File: src/rtl/afifo_rd_packer_if.sv
// rtl/afifo_rd_packer_if.sv - FIFO read port plus packed-word stream bundle for afifo_rd_packer
//
// Purpose: carries the async FIFO read port (fifo_empty/fifo_rdata/fifo_rinc),
// the flush request and the packed output stream (out_valid/out_ready/out_data/out_count)
// together with the busy status.
// Modports:
//   master - packer side: drives fifo_rinc, out_valid, out_data, out_count, busy
//   slave  - environment side: drives fifo_empty, fifo_rdata, flush, out_ready
interface afifo_rd_packer_if #(
    parameter int DATA_WIDTH = 8,
    parameter int PACK       = 4
);
    localparam int CW = $clog2(PACK + 1);

    logic                       fifo_empty;
    logic [DATA_WIDTH-1:0]      fifo_rdata;
    logic                       fifo_rinc;
    logic                       flush;
    logic                       out_valid;
    logic                       out_ready;
    logic [DATA_WIDTH*PACK-1:0] out_data;
    logic [CW-1:0]              out_count;
    logic                       busy;

    modport master (
        input  fifo_empty, fifo_rdata, flush, out_ready,
        output fifo_rinc, out_valid, out_data, out_count, busy
    );

    modport slave (
        output fifo_empty, fifo_rdata, flush, out_ready,
        input  fifo_rinc, out_valid, out_data, out_count, busy
    );
endinterface

File: src/rtl/afifo_rd_packer.sv
// rtl/afifo_rd_packer.sv - packs PACK FIFO words into one little-endian wide word on a valid/ready stream
//
// Purpose: read-clock-domain consumer of the async FIFO. Pops words while
// filling, emits a full word after PACK pops, or a partial word on flush.
// Ports:
//   clk  - FIFO read clock
//   rst  - synchronous active-high reset
//   bus  - afifo_rd_packer_if.master (FIFO read port, flush, output stream, busy)
module afifo_rd_packer #(
    parameter int DATA_WIDTH = 8,
    parameter int PACK       = 4
) (
    input  logic              clk,
    input  logic              rst,
    afifo_rd_packer_if.master bus
);
    localparam int IW = $clog2(PACK);
    localparam int CW = $clog2(PACK + 1);
    localparam int OW = DATA_WIDTH * PACK;

    typedef enum logic {FILL = 1'b0, OUT = 1'b1} state_t;

    state_t          state;
    state_t          state_next;
    logic [IW-1:0]   idx;
    logic [OW-1:0]   acc;
    logic [CW-1:0]   cnt;

    logic            last_lane;
    logic            flush_go;
    logic            pop;
    logic            accept;

    assign last_lane = (idx == IW'(PACK - 1));
    // A flush with nothing accumulated is dropped; it never suppresses nothing-to-emit cycles into OUT.
    assign flush_go  = (state == FILL) && bus.flush && (idx != '0);
    // Flush wins over pop so the head word remains queued for the next packed word.
    assign pop       = (state == FILL) && !rst && !bus.fifo_empty && !bus.flush;
    assign accept    = (state == OUT) && bus.out_ready;

    // State register
    always_ff @(posedge clk) begin
        if (rst) begin
            state <= FILL;
        end else begin
            state <= state_next;
        end
    end

    // Next-state logic
    always_comb begin
        state_next = state;
        case (state)
            FILL: begin
                if (flush_go) begin
                    state_next = OUT;
                end else if (pop && last_lane) begin
                    state_next = OUT;
                end
            end
            OUT: begin
                if (accept) begin
                    state_next = FILL;
                end
            end
            default: state_next = FILL;
        endcase
    end

    // Datapath: lane index, accumulator and lane count of the pending word
    always_ff @(posedge clk) begin
        if (rst) begin
            idx <= '0;
            acc <= '0;
            cnt <= '0;
        end else begin
            case (state)
                FILL: begin
                    if (flush_go) begin
                        cnt <= CW'(idx);
                    end else if (pop) begin
                        acc[idx*DATA_WIDTH +: DATA_WIDTH] <= bus.fifo_rdata;
                        if (last_lane) begin
                            // idx is left at PACK-1 and cleared on acceptance, never wrapped
                            cnt <= CW'(PACK);
                        end else begin
                            idx <= idx + 1'b1;
                        end
                    end
                end
                OUT: begin
                    if (accept) begin
                        idx <= '0;
                        acc <= '0;
                        cnt <= '0;
                    end
                end
                default: begin
                    idx <= '0;
                    acc <= '0;
                    cnt <= '0;
                end
            endcase
        end
    end

    // Outputs; the partially filled accumulator is not exposed while filling
    always_comb begin
        bus.fifo_rinc = 1'b0;
        bus.out_valid = 1'b0;
        bus.out_data  = '0;
        bus.out_count = '0;
        bus.busy      = (state == OUT) || (idx != '0);
        if (state == OUT) begin
            bus.out_valid = 1'b1;
            bus.out_data  = acc;
            bus.out_count = cnt;
        end else begin
            bus.fifo_rinc = pop;
        end
    end
endmodule
File: src/flat_wrapper.sv
// flat-port wrapper written by rule: the top's interface ports become plain ports
module afifo_rd_packer_flat 
#(
    parameter int DATA_WIDTH = 8,
    parameter int PACK       = 4
)
  (clk, rst, bus_fifo_empty, bus_fifo_rdata, bus_flush, bus_out_ready, bus_fifo_rinc, bus_out_valid, bus_out_data, bus_out_count, bus_busy);
  afifo_rd_packer_if #(.DATA_WIDTH(DATA_WIDTH), .PACK(PACK)) bus_i ();
  input  logic clk;
  input  logic rst;
  input wire logic [$bits(bus_i.fifo_empty)-1:0] bus_fifo_empty;
  input wire logic [$bits(bus_i.fifo_rdata)-1:0] bus_fifo_rdata;
  input wire logic [$bits(bus_i.flush)-1:0] bus_flush;
  input wire logic [$bits(bus_i.out_ready)-1:0] bus_out_ready;
  output wire logic [$bits(bus_i.fifo_rinc)-1:0] bus_fifo_rinc;
  output wire logic [$bits(bus_i.out_valid)-1:0] bus_out_valid;
  output wire logic [$bits(bus_i.out_data)-1:0] bus_out_data;
  output wire logic [$bits(bus_i.out_count)-1:0] bus_out_count;
  output wire logic [$bits(bus_i.busy)-1:0] bus_busy;
  assign bus_i.fifo_empty = bus_fifo_empty;
  assign bus_i.fifo_rdata = bus_fifo_rdata;
  assign bus_i.flush = bus_flush;
  assign bus_i.out_ready = bus_out_ready;
  assign bus_fifo_rinc = bus_i.fifo_rinc;
  assign bus_out_valid = bus_i.out_valid;
  assign bus_out_data = bus_i.out_data;
  assign bus_out_count = bus_i.out_count;
  assign bus_busy = bus_i.busy;
  afifo_rd_packer #(.DATA_WIDTH(DATA_WIDTH), .PACK(PACK)) u_core (.clk(clk), .rst(rst), .bus(bus_i));
endmodule
File: config.mk
export PLATFORM = sky130hd
export DESIGN_NAME = afifo_rd_packer_flat
export DESIGN_NICKNAME = d
export VERILOG_FILES = /design/src/rtl/afifo_rd_packer_if.sv /design/src/rtl/afifo_rd_packer.sv /design/src/flat_wrapper.sv
export SDC_FILE = /design/constraint.sdc
export NUM_CORES = 1
export LEC_CHECK = 0
export CAP_MARGIN = 20
export CORE_MARGIN = 2
export CORE_UTILIZATION = 50
export DETAILED_ROUTE_END_ITERATION = 16
export GPL_TIMING_DRIVEN = 0
export PLACE_DENSITY = 0.82
export SETUP_SLACK_MARGIN = 0.05
export SLEW_MARGIN = 20
export SYNTH_ARGS = -nofsm -noshare
export SYNTH_HDL_FRONTEND = slang
export SYNTH_SLANG_ARGS = --single-unit
File: constraint.sdc
create_clock -name clk -period 2.35 [get_ports clk]
set_input_delay 0.47 -clock clk [delete_from_list [all_inputs] [get_ports clk]]
set_output_delay 0.47 -clock clk [all_outputs]
set_load 0.1 [all_outputs]
Word level (Yosys, flattened, before mapping)
Index checks and enable logic that the tools add are counted.
{"block": "word_totals", "regBits": 38, "out_inout_bits": 38, "elab_cells": 54, "input_bits": 13}
{"block": "op_classes", "n_shift": 2, "bitwise": 1, "mux": 23, "n_eq_ne": 7, "reduce_logical": 15, "n_addsub": 2}
{"cell": "32-bit 2-to-1 mux", "count": 4}
{"cell": "32-bit one-hot mux with 2 select lines", "count": 1}
{"cell": "5-bit negator with 34-bit output", "count": 1}
{"cell": "8-bit by 34-bit variable shift with 32-bit output (first input constant)", "count": 1}
{"cell": "8-bit by 34-bit variable part select with 32-bit output", "count": 1}
{"cell": "32-bit bitwise mux", "count": 1}
{"cell": "3-bit 2-to-1 mux", "count": 5}
{"cell": "2-bit 2-to-1 mux", "count": 4}
{"cell": "1-bit logical AND", "count": 7}
{"cell": "2-bit inequality test (second input constant)", "count": 3}
{"cell": "3-bit by 1-bit inequality test with 1-bit output (second input constant)", "count": 2}
{"cell": "3-bit one-hot mux with 2 select lines", "count": 1}
{"cell": "3-bit AND reduction", "count": 2}
{"cell": "1-bit 2-to-1 mux", "count": 5}
{"cell": "2-bit one-hot mux with 2 select lines", "count": 1}
{"cell": "4-bit AND reduction", "count": 1}
{"cell": "1-bit zero test", "count": 3}
{"cell": "2-bit by 1-bit adder with 2-bit output (second input constant)", "count": 1}
{"cell": "2-bit == test (second input constant)", "count": 1}
{"cell": "2-bit by 1-bit inequality test with 1-bit output (second input constant)", "count": 1}
{"cell": "1-bit one-hot mux with 2 select lines", "count": 1}
{"cell": "2-bit nonzero test", "count": 1}
{"cell": "1-bit logical OR", "count": 1}
{"cell": "1-bit NOT", "count": 1}

Depth between registers and ports, before layout
Gate-level depths: netlist of run 1.
{"block": "depth", "ltp_word": 8, "mapped_depth": 7, "mapped_depth_nobuf": 5}

Worst setup path after synthesis of run 1
OpenSTA, ideal clock, no wires.
{"block": "synth_path", "path_type": "flip-flop to output port", "from": "reg u_core.state", "to": "out bus_out_count[0]", "arrival_ps": 2390, "path_stages_with_launch": 5, "n_path_buf": 3, "required_time_ps": 1880, "slack_ps": -510, "path_cell_list": "dfxtp_1 buf_6 clkbuf_1 clkbuf_1 and2_1"}
{"block": "synth_via", "elab_chain_cells": 1}
{"item": "from (decl)", "line_no": "afifo_rd_packer.sv:23", "source": "state_t state;"}
{"item": "from (signal assigned)", "line_no": "afifo_rd_packer.sv:46", "source": "state <= state_next;"}
{"item": "3-bit 2-to-1 mux", "line_no": "afifo_rd_packer.sv:114", "source": "if (state == OUT) begin"}
{"item": "to (decl)", "line_no": "flat_wrapper.sv:18", "source": "output wire logic [$bits(bus_i.out_count)-1:0] bus_out_count;"}
Every way passes these cells.

Worst setup path in the final report of run 1
{"block": "layout_path", "from": "in bus_fifo_empty", "to": "out bus_fifo_rinc"}
{"block": "layout_via", "elab_chain_cells": 4}
{"item": "from (decl)", "line_no": "flat_wrapper.sv:11", "source": "input wire logic [$bits(bus_i.fifo_empty)-1:0] bus_fifo_empty;"}
{"item": "1-bit zero test", "line_no": "afifo_rd_packer.sv:38", "source": "assign pop = (state == FILL) && !rst && !bus.fifo_empty && !bus.flush;"}
{"item": "1-bit logical AND (2 in series)", "line_no": "afifo_rd_packer.sv:38"}
{"item": "1-bit 2-to-1 mux", "line_no": "afifo_rd_packer.sv:114"}
{"item": "to (decl)", "line_no": "flat_wrapper.sv:15", "source": "output wire logic [$bits(bus_i.fifo_rinc)-1:0] bus_fifo_rinc;"}
Every way passes these cells.

==> impl_metrics.xml, run 1 <==
<?xml version="1.0" encoding="UTF-8"?>
<metrics>
  <group name="outcome">
    <metric name="status" unit="">finished, violations left</metric>
    <metric name="violated_checks" unit="">negative setup slack</metric>
  </group>
  <group name="drt">
    <metric name="drc_errors" unit="">0</metric>
    <metric name="drt_pre_antenna_iters" unit="">4</metric>
    <metric name="avgRoutedWirePerCell" unit="um">14.8</metric>
    <metric name="first_iter_violations" unit="">95</metric>
    <metric name="via_per_inst" unit="">5.37</metric>
    <metric name="vias" unit="">1881</metric>
    <metric name="detail-route-antenna-nets" unit="">0</metric>
    <metric name="finalWirelength" unit="um">5190</metric>
  </group>
  <group name="worst_setup_path">
    <metric name="critical_path_class" unit="">input pin to primary output</metric>
    <metric name="worst_setup_path_start_kind" unit="">input pin</metric>
    <metric name="end_kind" unit="">primary output</metric>
    <metric name="timing.critical_path.arrival" unit="ps">1890</metric>
    <metric name="cp_max_fo" unit="">7</metric>
    <metric name="required" unit="ps">1880</metric>
  </group>
  <group name="sta">
    <metric name="fin_ws" unit="ps">-11.1</metric>
    <metric name="slew_violations" unit="">0</metric>
    <metric name="setup_viol" unit="">1</metric>
    <metric name="period_needed" unit="ps">2360</metric>
    <metric name="timing.final.hold_violations" unit="">0</metric>
    <metric name="skew" unit="ps">2.57</metric>
    <metric name="worst_slew_pin_slew" unit="ps">959</metric>
    <metric name="max_freq" unit="MHz">424</metric>
    <metric name="final_min_period_over_clock_period" unit="%">100</metric>
    <metric name="relSlewSlack" unit="%">35.8</metric>
    <metric name="grt_setup_unrepaired" unit="">true</metric>
  </group>
  <group name="placement">
    <metric name="portBuffers" unit="">50</metric>
    <metric name="post_placement_cell_count" unit="">341</metric>
    <metric name="place.gp.congestion" unit="">0.909</metric>
    <metric name="dp.final_hpwl" unit="um">3860</metric>
  </group>
  <group name="synth">
    <metric name="synthCells" unit="">241</metric>
    <metric name="yosys_warnings" unit="">0</metric>
    <metric name="synth.cell_area" unit="um^2">2150</metric>
    <metric name="ys_types" unit="">37</metric>
    <metric name="synthesis.area_per_instance" unit="um^2">8.93</metric>
    <metric name="synth.yosys.seq_area_share" unit="%">35.3</metric>
    <metric name="syn_nets" unit="">259</metric>
    <metric name="postSynthRegisterBits" unit="">38</metric>
  </group>
  <group name="cells_and_area">
    <metric name="combined_flip_flop_and_latch_cell_area" unit="um^2">762</metric>
    <metric name="final_nets" unit="">319</metric>
    <metric name="n_antenna_cell" unit="">0</metric>
    <metric name="final_cell_mix" unit="">dfxtp_1, and2_2, buf_4, nand2b_1, mux2i_1</metric>
    <metric name="final_common_cell" unit="">dfxtp_1</metric>
    <metric name="fillers" unit="">343</metric>
    <metric name="layout-drive-gt1-share" unit="%">34.3</metric>
    <metric name="finished_layout_cells" unit="">350</metric>
    <metric name="area_growth_syn_to_layout" unit="%">31.0</metric>
    <metric name="area_occupied_by_multi_input_gates" unit="um^2">1310</metric>
  </group>
  <group name="cts">
    <metric name="insertion_delay" unit="ps">290</metric>
    <metric name="h_tree_depth" unit="">2</metric>
    <metric name="cts_root_buffer" unit="">clkbuf_8</metric>
    <metric name="tritoncts" unit="">yes</metric>
    <metric name="maximum_clock_insertion_buffer_count" unit="">2</metric>
    <metric name="numCtsBuffers" unit="">5</metric>
    <metric name="cts.sink_count" unit="">38</metric>
    <metric name="clk_transition_reported_paths" unit="ps">70</metric>
  </group>
  <group name="global_route">
    <metric name="grt.overflow.total" unit="">0</metric>
    <metric name="total_global_route_track_usage" unit="%">22.1</metric>
    <metric name="grt_max_degree" unit="">11</metric>
    <metric name="first_global_vias" unit="">1794</metric>
    <metric name="grt_first_pass_wirelength" unit="um">8740</metric>
    <metric name="number_of_antenna_violations_at_the_first_check_in_global_routing" unit="">0</metric>
  </group>
  <group name="power_and_ir_drop">
    <metric name="vdd_ir_max" unit="uV">288</metric>
    <metric name="clock_share_of_power" unit="%">34.3</metric>
    <metric name="power.sequential.fraction" unit="%">51.1</metric>
    <metric name="combPwrFrac" unit="%">14.6</metric>
    <metric name="p_leak" unit="nW">1.25</metric>
    <metric name="power_density" unit="nW/um^2">460</metric>
    <metric name="design_power_total" unit="mW">1.30</metric>
    <metric name="power_report.internal_total" unit="mW">0.958</metric>
    <metric name="swShare" unit="%">26.2</metric>
    <metric name="switchingPower" unit="mW">0.341</metric>
  </group>
  <group name="floorplan">
    <metric name="floorplan.die.height" unit="um">69.6</metric>
    <metric name="floorplan.die_area" unit="um^2">4850</metric>
    <metric name="floorplan.initialDensity" unit="%">52.7</metric>
    <metric name="core.rowCount" unit="">23</metric>
    <metric name="ioPinCount" unit="">51</metric>
    <metric name="core_area" unit="um^2">4090</metric>
    <metric name="die_w" unit="um">69.6</metric>
  </group>
  <group name="flow_run">
    <metric name="cap_violations" unit="">0</metric>
  </group>
  <group name="worst_hold_path">
    <metric name="hold_path_class" unit="">flip-flop to flip-flop</metric>
  </group>
</metrics>
-- synthesized netlist by cell type --
cell	number	area [um^2]
nor4b_2	1	15.0
or4b_2	1	10.0
o2111ai_1	8	70.1
nand4_2	1	12.5
clkinv_8	1	16.3
nand4_1	1	6.26
nand3_1	15	75.1
inv_1	7	26.3
nor3b_2	1	12.5
dfxtp_1	38	761
nor4b_1	1	8.76
ha_1	5	62.6
o21ai_0	5	25.0
nor2b_1	9	56.3
nor3_1	3	15.0
a21oi_4	2	32.5
buf_2	1	5.00
nand2_1	10	37.5
a311oi_1	3	26.3
nor4bb_1	2	20.0
o21ai_1	2	10.0
buf_8	1	15.0
nor2_1	3	11.3
buf_6	2	22.5
a21oi_1	5	25.0
or4_4	1	11.3
clkbuf_1	12	45.0
o21ai_2	1	8.76
and2_1	36	225
o32ai_1	2	17.5
o211ai_1	3	22.5
and2_0	1	6.26
a21oi_2	1	8.76
buf_1	2	7.51
nand3b_1	2	15.0
nand2b_1	30	188
mux2i_1	22	220
-- cell type report --
cell class	count	area share, %
repair buffers	53	16.4
multi-input cells	177	46.3
flip-flops and latches	38	27.0
well taps	50	2.22
plain buffers	18	3.59
clock buffers	6	2.93
inverters	8	1.51
-- power groups by stage --
stage               Sequential [mW]  Combinational (mW)  Clock, mW
finish                        0.664               0.190      0.446
global placement              0.678               0.181          0
floorplan                     0.681               0.120          0
CTS                           0.664               0.185      0.445
global route                  0.665               0.202      0.470
detailed placement            0.679               0.184          0
-- per-stage QoR --
| step | worst slack, ps | area, um^2 | util (%) | setup TNS [ps] | hold slack [ps] |
|---|---|---|---|---|---|
| 3_3_place_gp | -1060 | 2760 | 67.6 | -21340 | 458 |
| 4_1_cts | -41.5 | 2790 | 68.2 | -41.5 | 477 |
| 6_report | -11.1 | 2820 | 69.0 | -11.1 | 475 |
| 3_5_place_dp | -1070 | 2770 | 67.8 | -20420 | 462 |
| 2_1_floorplan | 101 | 2200 | - | 0 | 438 |
| 5_1_grt | -40.2 | 2820 | 69.0 | -40.2 | 494 |
-- cell families after synthesis --
group                      Yosys count  share of synthesized area, %
and+or+nand+nor                    118                          33.7
DFF                                 38                          35.3
AOI/OAI and AO/OA                   32                          11.4
buffers and inverters               26                          6.39
muxes                               22                          10.2
adders and majority gates            5                          2.91
-- sequential cells by signal, summed over array words and instances (netlist names) --
register	cells
u_core.acc	32
u_core.cnt	3
u_core.idx	2
u_core.state	1
-- final timing paths --
kind                  start       endpoint  slack [ps]  depth (start not counted)
max          bus_fifo_empty  bus_fifo_rinc         -10                          6
min           u_core.acc[5]  u_core.acc[5]         470                          2
max reg2reg   u_core.idx[0]  u_core.acc[4]         250                          5
min reg2reg   u_core.acc[5]  u_core.acc[5]         470                          2
-- layer usage --
layer	up-vias	track usage, %	wire length, um
li1	945	-	-
met1	878	30.2	2480
met2	50	34.9	2390
met3	8	4.80	242
met4	0	6.62	79
met5	-	0	0
-- worst max-delay path, cell delays in order --
cell             delay [ps]
clkdlybuf4s50_1         420
or4_4                   490
buf_6                   160
clkinv_8                 70
buf_8                   110
buf_12                  160
-- timing repair --
item,in CTS,in global routing
resized for setup,211,10
endpoints found under the setup margin,37,35
hold buffers,0,0
buffers inserted,0,3
pin swaps,0,0
Note: power is estimated with default switching activity, not from simulation.
==> inputs of run 2 (changes only) <==
--- a/config.mk
+++ b/config.mk
@@ -10,6 +10,7 @@
 export CORE_UTILIZATION = 50
 export DETAILED_ROUTE_END_ITERATION = 16
 export GPL_TIMING_DRIVEN = 0
+export MAX_ROUTING_LAYER = met4
 export PLACE_DENSITY = 0.82
 export SETUP_SLACK_MARGIN = 0.05
 export SLEW_MARGIN = 20
==> impl_metrics.xml, run 2 (synthesis gave the netlist of run 1 again) <==
<?xml version="1.0" encoding="UTF-8"?>
<metrics>
  <group name="sta">
    <metric name="setup_viol" unit="">1</metric>
    <metric name="final_min_period_over_clock_period" unit="%">101</metric>
    <metric name="max_freq" unit="MHz">422</metric>
    <metric name="worst_slew_pin_slew" unit="ps">961</metric>
    <metric name="fin_ws" unit="ps">-18.7</metric>
    <metric name="relSlewSlack" unit="%">35.7</metric>
    <metric name="grt_setup_unrepaired" unit="">true</metric>
    <metric name="slew_violations" unit="">0</metric>
    <metric name="period_needed" unit="ps">2370</metric>
    <metric name="totalNegativeSetupSlack" unit="ps">-18.7</metric>
    <metric name="skew" unit="ps">5.94</metric>
    <metric name="timing.final.hold_violations" unit="">0</metric>
  </group>
  <group name="power_and_ir_drop">
    <metric name="design_power_total" unit="mW">1.31</metric>
    <metric name="power_density" unit="nW/um^2">462</metric>
    <metric name="vdd_ir_max" unit="uV">397</metric>
    <metric name="p_leak" unit="nW">1.25</metric>
  </group>
  <group name="cells_and_area">
    <metric name="design_area" unit="um^2">2830</metric>
    <metric name="n_antenna_cell" unit="">0</metric>
    <metric name="largest_reg_flops" unit="">32</metric>
    <metric name="final_cell_mix" unit="">dfxtp_1, and2_2, buf_4, nand2b_1, mux2i_1</metric>
    <metric name="largest_register" unit="">u_core.acc</metric>
    <metric name="area_growth_syn_to_layout" unit="%">31.4</metric>
    <metric name="final_nets" unit="">319</metric>
    <metric name="largestRegisters" unit="">u_core.acc: 32 flops, u_core.cnt: 3 flops, u_core.idx: 2 flops</metric>
    <metric name="final_common_cell" unit="">dfxtp_1</metric>
    <metric name="layout-drive-gt1-share" unit="%">34.4</metric>
  </group>
  <group name="drt">
    <metric name="via_per_inst" unit="">5.31</metric>
    <metric name="first_iter_violations" unit="">109</metric>
    <metric name="finalWirelength" unit="um">5010</metric>
    <metric name="vias" unit="">1870</metric>
    <metric name="avgRoutedWirePerCell" unit="um">14.2</metric>
    <metric name="drc_errors" unit="">0</metric>
    <metric name="drt_pre_antenna_iters" unit="">4</metric>
    <metric name="detail-route-antenna-nets" unit="">0</metric>
  </group>
  <group name="worst_setup_path">
    <metric name="required" unit="ps">1880</metric>
    <metric name="worst_setup_path_start_kind" unit="">input pin</metric>
    <metric name="rr_endpoint" unit="">u_core.acc[16]</metric>
    <metric name="r2r-start" unit="">u_core.idx[0]</metric>
    <metric name="critical_path.startpoint" unit="">bus_fifo_empty</metric>
    <metric name="timing.critical_path.to" unit="">bus_fifo_rinc</metric>
    <metric name="regToRegSetupSlack" unit="ps">240</metric>
    <metric name="critical_path_class" unit="">input pin to primary output</metric>
    <metric name="end_kind" unit="">primary output</metric>
    <metric name="r2r.worst_path.cells" unit="">5</metric>
    <metric name="cp_max_fo" unit="">7</metric>
    <metric name="timing.critical_path.arrival" unit="ps">1900</metric>
  </group>
  <group name="global_route">
    <metric name="total_global_route_track_usage" unit="%">21.4</metric>
    <metric name="grt.overflow.total" unit="">0</metric>
    <metric name="number_of_antenna_violations_at_the_first_check_in_global_routing" unit="">0</metric>
    <metric name="grt_max_degree" unit="">12</metric>
    <metric name="first_global_vias" unit="">1682</metric>
    <metric name="grt_first_pass_wirelength" unit="um">8110</metric>
  </group>
  <group name="placement">
    <metric name="portBuffers" unit="">50</metric>
    <metric name="pre_cts_slack" unit="ps">-1060</metric>
    <metric name="dp.final_hpwl" unit="um">3800</metric>
    <metric name="place.gp.congestion" unit="">0.924</metric>
    <metric name="placed_area" unit="um^2">2770</metric>
  </group>
  <group name="outcome">
    <metric name="status" unit="">finished, violations left</metric>
    <metric name="violated_checks" unit="">negative setup slack</metric>
  </group>
  <group name="floorplan">
    <metric name="floorplan.die_area" unit="um^2">4850</metric>
    <metric name="core.rowCount" unit="">23</metric>
    <metric name="floorplan.initialDensity" unit="%">52.7</metric>
    <metric name="core_area" unit="um^2">4090</metric>
    <metric name="ioPinCount" unit="">51</metric>
    <metric name="floorplan.die.height" unit="um">69.6</metric>
    <metric name="die_w" unit="um">69.6</metric>
  </group>
  <group name="cts">
    <metric name="insertion_delay" unit="ps">290</metric>
    <metric name="maximum_clock_insertion_buffer_count" unit="">2</metric>
    <metric name="cts_root_buffer" unit="">clkbuf_8</metric>
    <metric name="tritoncts" unit="">yes</metric>
    <metric name="holdBufCountCts" unit="">0</metric>
    <metric name="h_tree_depth" unit="">2</metric>
    <metric name="cts.sink_count" unit="">38</metric>
    <metric name="numCtsBuffers" unit="">5</metric>
    <metric name="clk_transition_reported_paths" unit="ps">70</metric>
  </group>
  <group name="flow_run">
    <metric name="cap_violations" unit="">0</metric>
  </group>
  <group name="worst_hold_path">
    <metric name="hold_path_class" unit="">flip-flop to flip-flop</metric>
  </group>
</metrics>
## run 2: layout make-up
cell class,instances,area [um^2]
inverters,8,42.5
multi-input cells,177,1310
plain buffers,18,105
well taps,50,62.6
repair buffers,53,459
clock inverters,1,5.00
fillers,358,1260
clock buffers,7,86.3
flip-flops and latches,38,762
## run 2: through the flow
| stage | utilization, % | hold slack [ps] | instances |
|---|---|---|---|
| floorplan | - | 438 | 241 |
| global placement | 67.6 | 457 | 341 |
| detailed placement | 67.8 | 454 | 341 |
| CTS | 68.4 | 476 | 349 |
| global route | 69.3 | 495 | 352 |
| finish | 69.3 | 474 | 352 |
## run 2: where the power goes
part           total (mW)  switching, mW  leakage, nW  internal (mW)
registers           0.663        0.00725        0.307          0.656
clock network       0.457          0.220       0.0482          0.236
logic               0.189          0.113        0.891         0.0760
total                1.31          0.340         1.25          0.968
## run 2: how the worst min path moves through the flow
stage | startpoint | end | slack, ps | depth (start not counted)
finish | u_core.acc[17] | u_core.acc[17] | 470 | 2
global route | u_core.acc[21] | u_core.acc[21] | 490 | 2
CTS | u_core.acc[17] | u_core.acc[17] | 480 | 2
detailed placement | u_core.acc[17] | u_core.acc[17] | 450 | 2
global placement | u_core.acc[21] | u_core.acc[21] | 460 | 2
floorplan | u_core.acc[17] | u_core.acc[17] | 440 | 2
## run 2: routing by layer
layer	part of all wire, %	vias to the layer above	global-route usage (%)
met3	5.0	9	4.22
met1	48	869	28.4
met5	0	-	-
met4	1.6	0	8.55
li1	-	948	-
met2	46	44	32.3
## run 2: critical path: stages
cell             delay [ps]
clkdlybuf4s50_1         410
or4_4                   490
buf_8                   160
clkinv_8                 70
buf_8                   120
buf_12                  170
## run 2: timing repair
item,4_1_cts,5_1_grt
setup buffers,0,3
gates resized for setup,212,10
setup endpoints to repair,37,35
cloned,0,0
==> inputs of run 3 (changes only) <==
--- a/config.mk
+++ b/config.mk
@@ -7,11 +7,12 @@
 export LEC_CHECK = 0
 export CAP_MARGIN = 20
 export CORE_MARGIN = 2
-export CORE_UTILIZATION = 50
+export CORE_UTILIZATION = 40
+export CTS_CLUSTER_SIZE = 30
 export DETAILED_ROUTE_END_ITERATION = 16
 export GPL_TIMING_DRIVEN = 0
 export MAX_ROUTING_LAYER = met4
-export PLACE_DENSITY = 0.82
+export PLACE_DENSITY = 0.68
 export SETUP_SLACK_MARGIN = 0.05
 export SLEW_MARGIN = 20
 export SYNTH_ARGS = -nofsm -noshare
==> impl_metrics.xml, run 3 (synthesis gave the netlist of run 1 again) <==
<?xml version="1.0" encoding="UTF-8"?>
<metrics>
  <group name="outcome">
    <metric name="status" unit="">finished, final reports clean</metric>
  </group>
  <group name="worst_setup_path">
    <metric name="r2r-start" unit="">u_core.idx[0]</metric>
    <metric name="rr_endpoint" unit="">u_core.acc[2]</metric>
    <metric name="crit_path_max_incr_delay" unit="ps">510</metric>
    <metric name="critical_path.top_delay_family" unit="">buffers and inverters</metric>
    <metric name="worst_setup_path_start_kind" unit="">flip-flop</metric>
    <metric name="required" unit="ps">1880</metric>
    <metric name="cp_num_cells" unit="">4</metric>
    <metric name="end_kind" unit="">primary output</metric>
    <metric name="r2r.worst_path.cells" unit="">5</metric>
    <metric name="timing.critical_path.cells" unit="">inv_1, ha_1, nand2_2, buf_2</metric>
    <metric name="critical_path_class" unit="">flip-flop to primary output</metric>
    <metric name="cp_max_fo" unit="">8</metric>
    <metric name="timing.critical_path.arrival" unit="ps">1750</metric>
    <metric name="slowest_stage" unit="">dfxtp_1</metric>
    <metric name="regToRegSetupSlack" unit="ps">210</metric>
    <metric name="cp_num_buf_inv" unit="">2</metric>
  </group>
  <group name="cells_and_area">
    <metric name="final_cell_mix" unit="">dfxtp_1, and2_2, buf_4, nand2b_1, mux2i_1</metric>
    <metric name="largestRegisters" unit="">u_core.acc: 32 flops, u_core.cnt: 3 flops, u_core.idx: 2 flops</metric>
    <metric name="final_nets" unit="">318</metric>
    <metric name="design_area" unit="um^2">2840</metric>
    <metric name="area_growth_syn_to_layout" unit="%">31.8</metric>
    <metric name="layout-drive-gt1-share" unit="%">34.2</metric>
    <metric name="n_antenna_cell" unit="">0</metric>
    <metric name="largest_register" unit="">u_core.acc</metric>
    <metric name="largest_reg_flops" unit="">32</metric>
    <metric name="final_common_cell" unit="">dfxtp_1</metric>
    <metric name="utilization" unit="%">55.2</metric>
  </group>
  <group name="drt">
    <metric name="vias" unit="">1827</metric>
    <metric name="finalWirelength" unit="um">5160</metric>
    <metric name="drc_errors" unit="">0</metric>
    <metric name="via_per_inst" unit="">4.92</metric>
    <metric name="first_iter_violations" unit="">64</metric>
    <metric name="avgRoutedWirePerCell" unit="um">13.9</metric>
    <metric name="drt_pre_antenna_iters" unit="">4</metric>
    <metric name="detail-route-antenna-nets" unit="">0</metric>
  </group>
  <group name="cts">
    <metric name="holdBufCountCts" unit="">0</metric>
    <metric name="insertion_delay" unit="ps">280</metric>
    <metric name="maximum_clock_insertion_buffer_count" unit="">2</metric>
    <metric name="h_tree_depth" unit="">2</metric>
    <metric name="cts_root_buffer" unit="">clkbuf_8</metric>
    <metric name="tritoncts" unit="">yes</metric>
    <metric name="numCtsBuffers" unit="">5</metric>
    <metric name="cts.sink_count" unit="">38</metric>
    <metric name="clk_transition_reported_paths" unit="ps">70</metric>
  </group>
  <group name="worst_hold_path">
    <metric name="whs_path_depth" unit="">2</metric>
    <metric name="holdCritStartpoint" unit="">u_core.acc[21]</metric>
    <metric name="hold_path_class" unit="">flip-flop to flip-flop</metric>
    <metric name="timing.hold.worst_endpoint" unit="">u_core.acc[21]</metric>
  </group>
  <group name="floorplan">
    <metric name="die_w" unit="um">77.4</metric>
    <metric name="core.rowCount" unit="">26</metric>
    <metric name="floorplan.die_area" unit="um^2">5990</metric>
    <metric name="ioPinCount" unit="">51</metric>
    <metric name="floorplan.die.height" unit="um">77.4</metric>
    <metric name="floorplan.initialDensity" unit="%">41.9</metric>
    <metric name="core_area" unit="um^2">5140</metric>
  </group>
  <group name="sta">
    <metric name="relSlewSlack" unit="%">35.6</metric>
    <metric name="worst_slew_pin_slew" unit="ps">962</metric>
    <metric name="period_needed" unit="ps">2220</metric>
    <metric name="timing.final.hold_violations" unit="">0</metric>
    <metric name="slew_violations" unit="">0</metric>
    <metric name="setup_viol" unit="">0</metric>
    <metric name="skew" unit="ps">4.40</metric>
    <metric name="final_min_period_over_clock_period" unit="%">94.4</metric>
    <metric name="fin_ws" unit="ps">132</metric>
    <metric name="max_freq" unit="MHz">451</metric>
    <metric name="grt_setup_unrepaired" unit="">false</metric>
  </group>
  <group name="global_route">
    <metric name="grt_max_degree" unit="">12</metric>
    <metric name="number_of_antenna_violations_at_the_first_check_in_global_routing" unit="">0</metric>
    <metric name="grt_first_pass_wirelength" unit="um">8760</metric>
    <metric name="first_global_vias" unit="">1809</metric>
    <metric name="total_global_route_track_usage" unit="%">18.5</metric>
    <metric name="grt.overflow.total" unit="">0</metric>
  </group>
  <group name="flow_run">
    <metric name="cap_violations" unit="">0</metric>
  </group>
  <group name="placement">
    <metric name="place.gp.congestion" unit="">0.854</metric>
    <metric name="dp.final_hpwl" unit="um">3850</metric>
    <metric name="placed_area" unit="um^2">2800</metric>
    <metric name="pre_cts_slack" unit="ps">-1090</metric>
    <metric name="portBuffers" unit="">50</metric>
  </group>
  <group name="power_and_ir_drop">
    <metric name="power_density" unit="nW/um^2">461</metric>
    <metric name="design_power_total" unit="mW">1.31</metric>
    <metric name="power.sequential.fraction" unit="%">50.7</metric>
    <metric name="combPwrFrac" unit="%">14.3</metric>
    <metric name="switchingPower" unit="mW">0.342</metric>
    <metric name="power_report.internal_total" unit="mW">0.966</metric>
    <metric name="clock_share_of_power" unit="%">35.0</metric>
    <metric name="swShare" unit="%">26.2</metric>
    <metric name="p_leak" unit="nW">1.25</metric>
    <metric name="vdd_ir_max" unit="uV">290</metric>
  </group>
</metrics>
## run 3: worst register-to-register path, stage by stage, from the launching register on
cell and delay (ps):
dfxtp_1 510, inv_1 160, ha_1 390, nor4b_2 740, nand2_1 130, mux2i_1 140
## run 3: worst max-delay path by stage
stage | slack [ps] | startpoint | to
4_1_cts | -30 | bus_fifo_empty | bus_fifo_rinc
6_report | 130 | u_core.idx[0] | bus_busy
2_1_floorplan | 100 | u_core.state | bus_out_count[0]
5_1_grt | 60 | u_core.state | bus_out_data[0]
3_3_place_gp | -1080 | rst | bus_fifo_rinc
3_5_place_dp | -1090 | rst | bus_fifo_rinc
## run 3: through the flow
stage               cells  hold WS, ps  setup TNS [ps]
floorplan             241          438               0
global placement      361          451          -23120
detailed placement    361          452          -22090
CTS                   369          471           -34.3
global route          371          491               0
finish                371          468               0
## run 3: timing repair
action,CTS,global route
gates resized for setup,211,9
hold endpoints to repair,0,0
buffers inserted,0,3
setup endpoints to repair,37,41
## run 3: cell type report
| cell class | instances | area [um^2] |
|---|---|---|
| fillers | 529 | 2300 |
| multi-input cells | 177 | 1310 |
| flip-flops and latches | 38 | 762 |
| repair buffers | 53 | 460 |
| well taps | 70 | 87.6 |
| clock buffers | 7 | 86.3 |
| plain buffers | 17 | 86.3 |
| inverters | 8 | 42.5 |
| clock inverters | 1 | 5.00 |
## run 3: power groups by stage
stage,Sequential [mW],Clock [mW],Combinational (mW)
floorplan,0.681,0,0.120
global placement,0.678,0,0.185
detailed placement,0.678,0,0.186
CTS,0.663,0.469,0.187
global route,0.664,0.488,0.201
finish,0.663,0.458,0.188
## run 3: routing by layer
metal  vias up  global-route usage, %  wire, um
li1        951                      -         -
met4         0                   3.93        37
met2        30                   29.5      2360
met3         5                   3.02       155
met5         -                      -         0
met1       841                   25.0      2600
